**config.mk**
```make
export PLATFORM = sky130hd
export DESIGN_NAME = switch_event_scheduler
export DESIGN_NICKNAME = d
export VERILOG_FILES = /design/src/rtl/switch_event_scheduler.sv
export SDC_FILE = /design/constraint.sdc
export NUM_CORES = 1
export LEC_CHECK = 0
export BUFFER_PORTS_ARGS = -buffer_cell sky130_fd_sc_hd__buf_2
export CORE_ASPECT_RATIO = 1.1
export CORE_MARGIN = 10
export CORE_UTILIZATION = 38
export CTS_CLUSTER_SIZE = 16
export DETAILED_ROUTE_END_ITERATION = 8
export GPL_TIMING_DRIVEN = 1
export PLACE_DENSITY_LB_ADDON = 0.15
export SKIP_CTS_REPAIR_TIMING = 1
export SYNTH_ARGS = -nofsm -noshare
export SYNTH_HDL_FRONTEND = slang
export SYNTH_SLANG_ARGS = --single-unit
export TNS_END_PERCENT = 10
```
**constraint.sdc**
```tcl
create_clock -name i_clk -period 2.65 [get_ports i_clk]
set_clock_uncertainty 0.15 [all_clocks]
set_input_delay 0.795 -clock i_clk [delete_from_list [all_inputs] [get_ports i_clk]]
set_output_delay 0.795 -clock i_clk [all_outputs]
set_load 0.01 [all_outputs]
```
**src/rtl/switch_event_scheduler.sv**
```systemverilog
// Latches switch release events and serves them one at a time onto LEDs and two 7-segment digits.
// Build option: SWITCH_EVENT_SCHEDULER_FIXED_PRIO_EN selects fixed lowest-index-first arbitration.
module switch_event_scheduler #(
    parameter int unsigned DISPLAY_CYCLES = 25000000
) (
    input  logic       i_clk,
    input  logic       i_rst,
    input  logic [3:0] i_sw,
    output logic [3:0] o_led,
    output logic [6:0] o_seg1,
    output logic [6:0] o_seg2,
    output logic       o_busy,
    output logic       o_drop
);

    localparam int unsigned CNT_W = (DISPLAY_CYCLES > 1) ? $clog2(DISPLAY_CYCLES) : 1;
    localparam logic [CNT_W-1:0] TIMER_LOAD = CNT_W'(DISPLAY_CYCLES - 1);
    localparam logic [6:0] SEG_BLANK = 7'b1111111;

    typedef enum logic {
        IDLE,
        SHOW
    } state_t;

    state_t           state;
    state_t           state_next;
    logic [3:0]       r_sw_prev;
    logic [3:0]       pending;
    logic [1:0]       last_grant;
    logic [CNT_W-1:0] timer;
    logic [3:0]       count;

    logic [3:0]       sw_rel;
    logic [3:0]       grant_mask;
    logic [3:0]       pending_keep;
    logic [3:0]       pending_next;
    logic             drop_any;
    logic             grant_valid;
    logic [1:0]       grant_idx;
    logic [1:0]       scan_idx;
    logic [3:0]       count_next;

    function automatic logic [6:0] seg_digit(input logic [3:0] d);
        case (d)
            4'd0:    seg_digit = 7'b1000000;
            4'd1:    seg_digit = 7'b1111001;
            4'd2:    seg_digit = 7'b0100100;
            4'd3:    seg_digit = 7'b0110000;
            4'd4:    seg_digit = 7'b0011001;
            4'd5:    seg_digit = 7'b0010010;
            4'd6:    seg_digit = 7'b0000010;
            4'd7:    seg_digit = 7'b1111000;
            4'd8:    seg_digit = 7'b0000000;
            4'd9:    seg_digit = 7'b0010000;
            default: seg_digit = SEG_BLANK;
        endcase
    endfunction

    // Arbiter scan and FSM next state; a grant is only issued from IDLE.
    always_comb begin
        state_next  = state;
        grant_valid = 1'b0;
        grant_idx   = last_grant;
        scan_idx    = 2'd0;
        for (int i = 0; i < 4; i++) begin
`ifdef SWITCH_EVENT_SCHEDULER_FIXED_PRIO_EN
            scan_idx = 2'(i);
`else
            scan_idx = last_grant + 2'(i + 1);
`endif
            if (state == IDLE && !grant_valid && pending[scan_idx]) begin
                grant_valid = 1'b1;
                grant_idx   = scan_idx;
            end
        end
        case (state)
            IDLE:    if (grant_valid) state_next = SHOW;
            SHOW:    if (timer == '0) state_next = IDLE;
            default: state_next = IDLE;
        endcase
    end

    // The grant clears its bit before a same-cycle release re-arms it, so that case is not a drop.
    always_comb begin
        sw_rel       = r_sw_prev & ~i_sw;
        grant_mask   = grant_valid ? (4'b0001 << grant_idx) : 4'b0000;
        pending_keep = pending & ~grant_mask;
        pending_next = pending_keep | sw_rel;
        drop_any     = |(sw_rel & pending_keep);
        count_next   = (count == 4'd9) ? 4'd0 : count + 4'd1;
    end

    always_ff @(posedge i_clk or posedge i_rst) begin
        if (i_rst) state <= IDLE;
        else       state <= state_next;
    end

    always_ff @(posedge i_clk or posedge i_rst) begin
        if (i_rst) begin
            r_sw_prev  <= 4'b0000;
            pending    <= 4'b0000;
            last_grant <= 2'd3;
            timer      <= '0;
            count      <= 4'd0;
            o_led      <= 4'b0000;
            o_seg1     <= SEG_BLANK;
            o_seg2     <= 7'b1000000;
            o_busy     <= 1'b0;
            o_drop     <= 1'b0;
        end else begin
            r_sw_prev <= i_sw;
            pending   <= pending_next;
            o_drop    <= drop_any;
            if (grant_valid) begin
                last_grant <= grant_idx;
                o_led      <= o_led ^ grant_mask;
                o_seg1     <= seg_digit({2'b00, grant_idx} + 4'd1);
                count      <= count_next;
                o_seg2     <= seg_digit(count_next);
                timer      <= TIMER_LOAD;
                o_busy     <= 1'b1;
            end else if (state == SHOW) begin
                if (timer == '0) begin
                    o_seg1 <= SEG_BLANK;
                    o_busy <= 1'b0;
                end else begin
                    timer <= timer - 1'b1;
                end
            end
        end
    end

endmodule

```
==> out/metrics.yaml, run 1 <==
clock-root-buffer: "clkbuf_8"
async_flop_share_pct: 100
cts_made_buffers: 9
areaGrowthSynthToFinish_pct: 22.5
p_int_w: 0.00137
drt-pass1-iter-count: 4
postRouteAntennaNets: 0
clk_pin_slew_ns: 0.07
crit_arrival_ns: 2.73
ys_types: 54
min_path_type: "input pin to asynchronous set/reset pin"
ys_seq_elements: 59
initial_core_util_pct: 39.3
die_y_um: 112
io_buffers: 25
synth_ff_type: "dfrtp_1"
wl_met2_um: 3350
cts_buffer_depth: 2
syn_inst: 302
cp_max_fo: 2
ys_seq_area_share_pct: 50.4
antenna_found_initial: 0
fmax_mhz: 376
grt_pass1_vias: 2467
hold_violations: 0
fin_ws_ns: -0.00687
yosysWarnings: 0
cts.sinks: 59
fin_util_pct: 48.1
syn_nets: 312
finalWorstPathRequiredPeriod_ns: 2.66
met1Wirelength_um: 3280
first_iter_violations: 113
die_w_um: 104
h-tree-depth: 3
track_usage_pct: 12.3
start_kind: "flop"
dp.final_hpwl_um: 4930
vdd_drop_max_v: 0.000268
min_period_over_period_pct: 100
via_per_inst: 5.26
hold_slack_ns: 0.297
netlist_area_sq_mm: 0.00295
power_density_mw_per_mm2: 488
num_rows: 33
cts_tree: "built"
drc: 0
critPathRequiredTime_ns: 2.72
slew_headroom_pct: 54.7
clk_latency_ns: 0.34
violations: "setup timing"
seqPwrFrac_pct: 51.4
p_comb_share_pct: 2.1
setup-violations-final: 1
synth-edff-count: 0
final.fill_count: 738
cap_violations: 0
place.gp.congestion: 0.792
cp-end-kind: "flop"
pre_cts_ws_ns: -0.0390
p_leak_nw: 1.58
io_pins: 26
slew_viol_final: 0
grt-ovfl-total: 0
rsz0062_at_grt: "true"
p_switching_w: 0.000391
nNetsFinal: 367
drt-total-wl_um: 6920
status: "complete, but fails checks"
top_layer: "met4"
layout-drive-gt1-share_pct: 27.1
syn_area_per_cell_sq_um: 9.78
fp.dieArea_sq_mm: 0.0117
diodes: 0
crit_type: "flop to flop"
grt_max_degree: 37
core_sq_mm: 0.00751
power.total_w: 0.00176
post_drt_wl_per_cell_um: 14.8
vias: 2457
route.met3.wl_um: 192
power_frac_clock_pct: 46.5
grt_first_pass_wirelength_um: 12000
worst_pin_slew_ns: 0.680
sw_frac_of_total_pct: 22.2
-- power groups by stage --
stage               registers [W]  clock network, W   logic, W
finish                   0.000907          0.000820  0.0000369
global placement         0.000923                 0  0.0000383
floorplan                0.000924                 0  0.0000183
detailed placement       0.000923                 0  0.0000389
global route             0.000907          0.000878  0.0000429
CTS                      0.000907          0.000838  0.0000390
-- worst max-delay path, stage by stage, from the launching register on --
cell and delay (ns):
dfstp_2 0.54, mux4_2 0.52, or4_4 0.44, and2_4 0.16, inv_1 0.07, ha_1 0.17, inv_1 0.06, o21ai_2 0.12
nor3_1 0.06, a41oi_1 0.15, o211ai_1 0.11
-- through the flow --
stage	setup TNS (ns)	area [sq um]	std cells
2_1_floorplan	0	2960	302
3_3_place_gp	0	3410	451
3_5_place_dp	-0.0390	3410	451
4_1_cts	-0.0590	3610	467
5_1_grt	-0.246	3620	467
6_report	-0.00687	3620	467
-- flip-flops by register name, summed over array words and instances, names as in the netlist --
| register | count |
|---|---|
| o_seg1 | 6 |
| last_grant | 2 |
| count | 4 |
| o_busy | 1 |
| pending | 4 |
| o_drop | 1 |
| o_led | 4 |
| o_seg2 | 7 |
| state | 1 |
| timer | 25 |
| r_sw_prev | 4 |
-- final timing paths --
path,slack [ns],cells past startpoint,startpoint,to
worst max register to register,-0.007,10,last_grant[0],o_drop
worst min-delay path,0.30,2,i_rst,count[1]
worst min register to register,0.31,1,o_led[3],o_led[3]
worst max-delay path,-0.007,10,last_grant[0],o_drop
max in group asynchronous,1.46,3,i_rst,last_grant[0]
min in group i_clk,0.31,1,o_led[3],o_led[3]
-- kinds of logic (layout without fill, tap and decap cells) --
group           count (synthesis)  in the layout  synth area share, %
compound gates                 77             77                 17.5
buf+inv                        33             93                 4.36
simple gates                  116            116                 21.5
xor+xnor                        7              7                 2.08
mux                             6              6                 2.46
fa+ha+maj                       4              4                 1.69
flops                          59             59                 50.4
-- cell type report --
class | instances | area (sq um) | share of cell area, %
flip-flops and latches | 59 | 1490 | 41.1
repair buffers | 56 | 370 | 10.2
well taps | 105 | 131 | 3.63
inverters | 21 | 78.8 | 2.18
clock buffers | 11 | 141 | 3.91
clock inverters | 5 | 52.6 | 1.45
multi-input cells | 210 | 1350 | 37.4
-- layout by cell type, fill, tap and decap left out, drive strengths merged, types with 2 or more instances in the layout --
cell / Yosys / layout
a31o: 2 / 2
dfstp: 9 / 9
clkbuf: 10 / 11
a21oi: 13 / 13
and3: 3 / 3
a211oi: 5 / 5
nand4b: 2 / 2
nor3: 9 / 9
o22ai: 3 / 3
or4: 13 / 13
a41oi: 2 / 2
o31ai: 7 / 7
nand4: 2 / 2
a22o: 2 / 2
and2: 2 / 2
inv: 21 / 21
nor2b: 7 / 7
mux2i: 5 / 5
a21o: 3 / 3
nor4: 6 / 6
nand2: 28 / 28
buf: 2 / 56
ha: 4 / 4
o211ai: 5 / 5
dfrtp: 50 / 50
xor2: 3 / 3
o21ai: 18 / 18
xnor2: 4 / 4
clkinv: 0 / 3
nor2: 23 / 23
or3: 7 / 7
nand3: 11 / 11
a31oi: 4 / 4
-- metal layers --
metal	GRT usage, %	vias to the layer above
met5	0	-
met4	5.48	0
met3	3.26	10
met2	19.6	30
met1	15.3	1202
li1	-	1215
-- cells in the mapped netlist (all sizes together), types with 3 or more instances --
library cell	count	share of area (%)
dfrtp	50	42
nand2	28	3.6
nor2	23	2.9
inv	21	2.7
o21ai	18	3.1
a21oi	13	2.2
or4	13	3.7
nand3	11	1.9
clkbuf	10	1.3
dfstp	9	8.0
nor3	9	1.5
nor2b	7	1.5
o31ai	7	1.8
or3	7	1.8
nor4	6	1.8
a211oi	5	1.3
mux2i	5	1.7
o211ai	5	1.3
a31oi	4	0.85
ha	4	1.7
xnor2	4	1.2
a21o	3	0.76
and3	3	0.64
o22ai	3	0.64
xor2	3	0.89
(Power assumes the default switching activity.)
==> run 2: changes to the inputs <==
--- a/config.mk
+++ b/config.mk
@@ -8,7 +8,7 @@
 export BUFFER_PORTS_ARGS = -buffer_cell sky130_fd_sc_hd__buf_2
 export CORE_ASPECT_RATIO = 1.1
 export CORE_MARGIN = 10
-export CORE_UTILIZATION = 38
+export CORE_UTILIZATION = 53
 export CTS_CLUSTER_SIZE = 16
 export DETAILED_ROUTE_END_ITERATION = 8
 export GPL_TIMING_DRIVEN = 1
==> run 2 against run 1 <==
Against the previous run:
- the run still ends with setup timing left
- maximum frequency shrank 0.22%
- clock power shrank 12%
- critical path type unchanged
- die area shrank 23%
- critical path depth is the same
- largest power group unchanged
- setup slack lost 0.0059 ns
- design area shrank 0.10%
==> out/metrics.yaml, run 2 (same netlist as run 1, synthesis figures left out) <==
status: "complete, but fails checks"
rr_startpoint: "last_grant[0]"
seq_area_sq_mm: 0.00149
cts_tree: "built"
h-tree-depth: 3
via_per_inst: 5.56
drt-pass1-iter-count: 4
vias: 2441
largest_reg_flops: 25
reg_top3: "timer x25, o_seg2 x7, o_seg1 x6"
post_drt_wl_per_cell_um: 15.1
r2r_end: "o_drop"
track_usage_pct: 15.2
antenna_found_initial: 0
areaGrowthSynthToFinish_pct: 22.3
rsz0062_at_grt: "true"
cp-end-kind: "flop"
cts.sinks: 59
cp_num_buf_inv: 2
critPathTopFamily: "simple AND/OR/NAND/NOR gates"
sw_frac_of_total_pct: 21.7
first_iter_violations: 90
grt_first_pass_wirelength_um: 11300
finalWorstPathRequiredPeriod_ns: 2.66
dp.final_hpwl_um: 4610
critPathRequiredTime_ns: 2.71
initial_core_util_pct: 54.7
slew_viol_final: 0
p_int_w: 0.00130
min_path_cells: 2
die_w_um: 91.2
fin_area_sq_mm: 0.00361
drc: 0
rr_worst_depth: 10
core_sq_mm: 0.00540
grt_max_degree: 60
cp_max_fo: 2
r2r_slack_ns: -0.01
postRouteAntennaNets: 0
crit_type: "flop to flop"
largest_register: "timer"
nNetsFinal: 369
vdd_drop_max_v: 0.000419
min_period_over_period_pct: 100
clock-root-buffer: "clkbuf_8"
dpl_cell_area_sq_mm: 0.00338
layout-drive-gt1-share_pct: 28.0
final_common_cell: "dfrtp_1"
mostFrequentLayoutCells: "dfrtp_1, buf_4, nand2_1"
start_kind: "flop"
io_pins: 26
die_y_um: 98.3
seqPwrFrac_pct: 54.5
diodes: 0
slew_headroom_pct: 46.7
min_from: "o_seg1[1]"
holdPathEnd: "o_seg1[1]"
io_buffers: 25
grt-ovfl-total: 0
multi_input_area_sq_mm: 0.00138
final.fill_count: 453
crit_path_top_delay_cell: "dfstp_2"
p_comb_share_pct: 2.1
p_switching_w: 0.000362
clk_pin_slew_ns: 0.06
power_density_mw_per_mm2: 461
clk_latency_ns: 0.34
cap_violations: 0
p_leak_nw: 1.59
violations: "setup timing"
power.total_w: 0.00167
num_rows: 28
fmax_mhz: 376
min_path_type: "flop to flop"
cts_made_buffers: 9
setup-violations-final: 1
crit_arrival_ns: 2.73
fp.dieArea_sq_mm: 0.00896
fin_ws_ns: -0.0128
power_frac_clock_pct: 43.4
path_cells: "mux4_2 > or4_4 > and2_4 > inv_4 > ha_4 > inv_1 > o21ai_2 > nor3_1 > a41oi_2 > o211ai_1"
place.gp.congestion: 0.816
cts_buffer_depth: 2
hold_violations: 0
cpPeakStageDelay_ns: 0.54
drt-total-wl_um: 6630
worst_pin_slew_ns: 0.800
grt_pass1_vias: 2409
run 2: power by group through the flow:
stage          Sequential (W)  Clock [W]  Combinational, W
2_1_floorplan        0.000924          0         0.0000183
5_1_grt              0.000908   0.000779         0.0000401
3_3_place_gp         0.000924          0         0.0000351
4_1_cts              0.000908   0.000740         0.0000361
6_report             0.000908   0.000724         0.0000349
3_5_place_dp         0.000924          0         0.0000359
run 2: final cells by class:
| type | count | area share [%] |
|---|---|---|
| Multi-Input combinational cell | 210 | 38.2 |
| Tap cell | 75 | 2.60 |
| Clock buffer | 14 | 4.50 |
| Inverter | 21 | 2.25 |
| Clock inverter | 2 | 0.277 |
| Sequential cell | 59 | 41.2 |
| Timing Repair Buffer | 58 | 11.0 |
run 2: how the worst max path moves through the flow:
stage | start | end | slack [ns] | cells past startpoint
final | last_grant[0] | o_drop | -0.01 | 10
after global routing | last_grant[0] | o_drop | -0.08 | 10
after CTS | last_grant[0] | o_drop | -0.09 | 10
after detailed placement | last_grant[0] | o_drop | -0.07 | 10
after global placement | last_grant[0] | o_drop | 0.03 | 10
after floorplan | last_grant[0] | o_drop | 0.01 | 10
run 2: metrics by stage:
stage | utilization (%) | setup WS (ns) | setup TNS, ns | instances | hold slack, ns
floorplan | - | 0.0122 | 0 | 302 | 0.309
global placement | 62.7 | 0.0332 | 0 | 420 | 0.304
detailed placement | 62.7 | -0.0741 | -0.0741 | 420 | 0.304
CTS | 65.9 | -0.0940 | -0.0940 | 436 | 0.315
global route | 67.0 | -0.0847 | -0.0847 | 439 | 0.333
finish | 67.0 | -0.0128 | -0.0128 | 439 | 0.310
run 2: layer usage:
layer / track usage [%] / share of wire (%)
met5: 0 / 0
met4: 7.12 / 2.0
met3: 4.36 / 3.6
met2: 24.7 / 49
met1: 18.1 / 45
run 2: worst reg2reg max path: stages, from the launching register on:
cell	delay, ns
dfstp_2	0.54
mux4_2	0.53
or4_4	0.44
and2_4	0.17
inv_4	0.06
ha_4	0.13
inv_1	0.05
o21ai_2	0.12
nor3_1	0.07
a41oi_2	0.15
o211ai_1	0.11
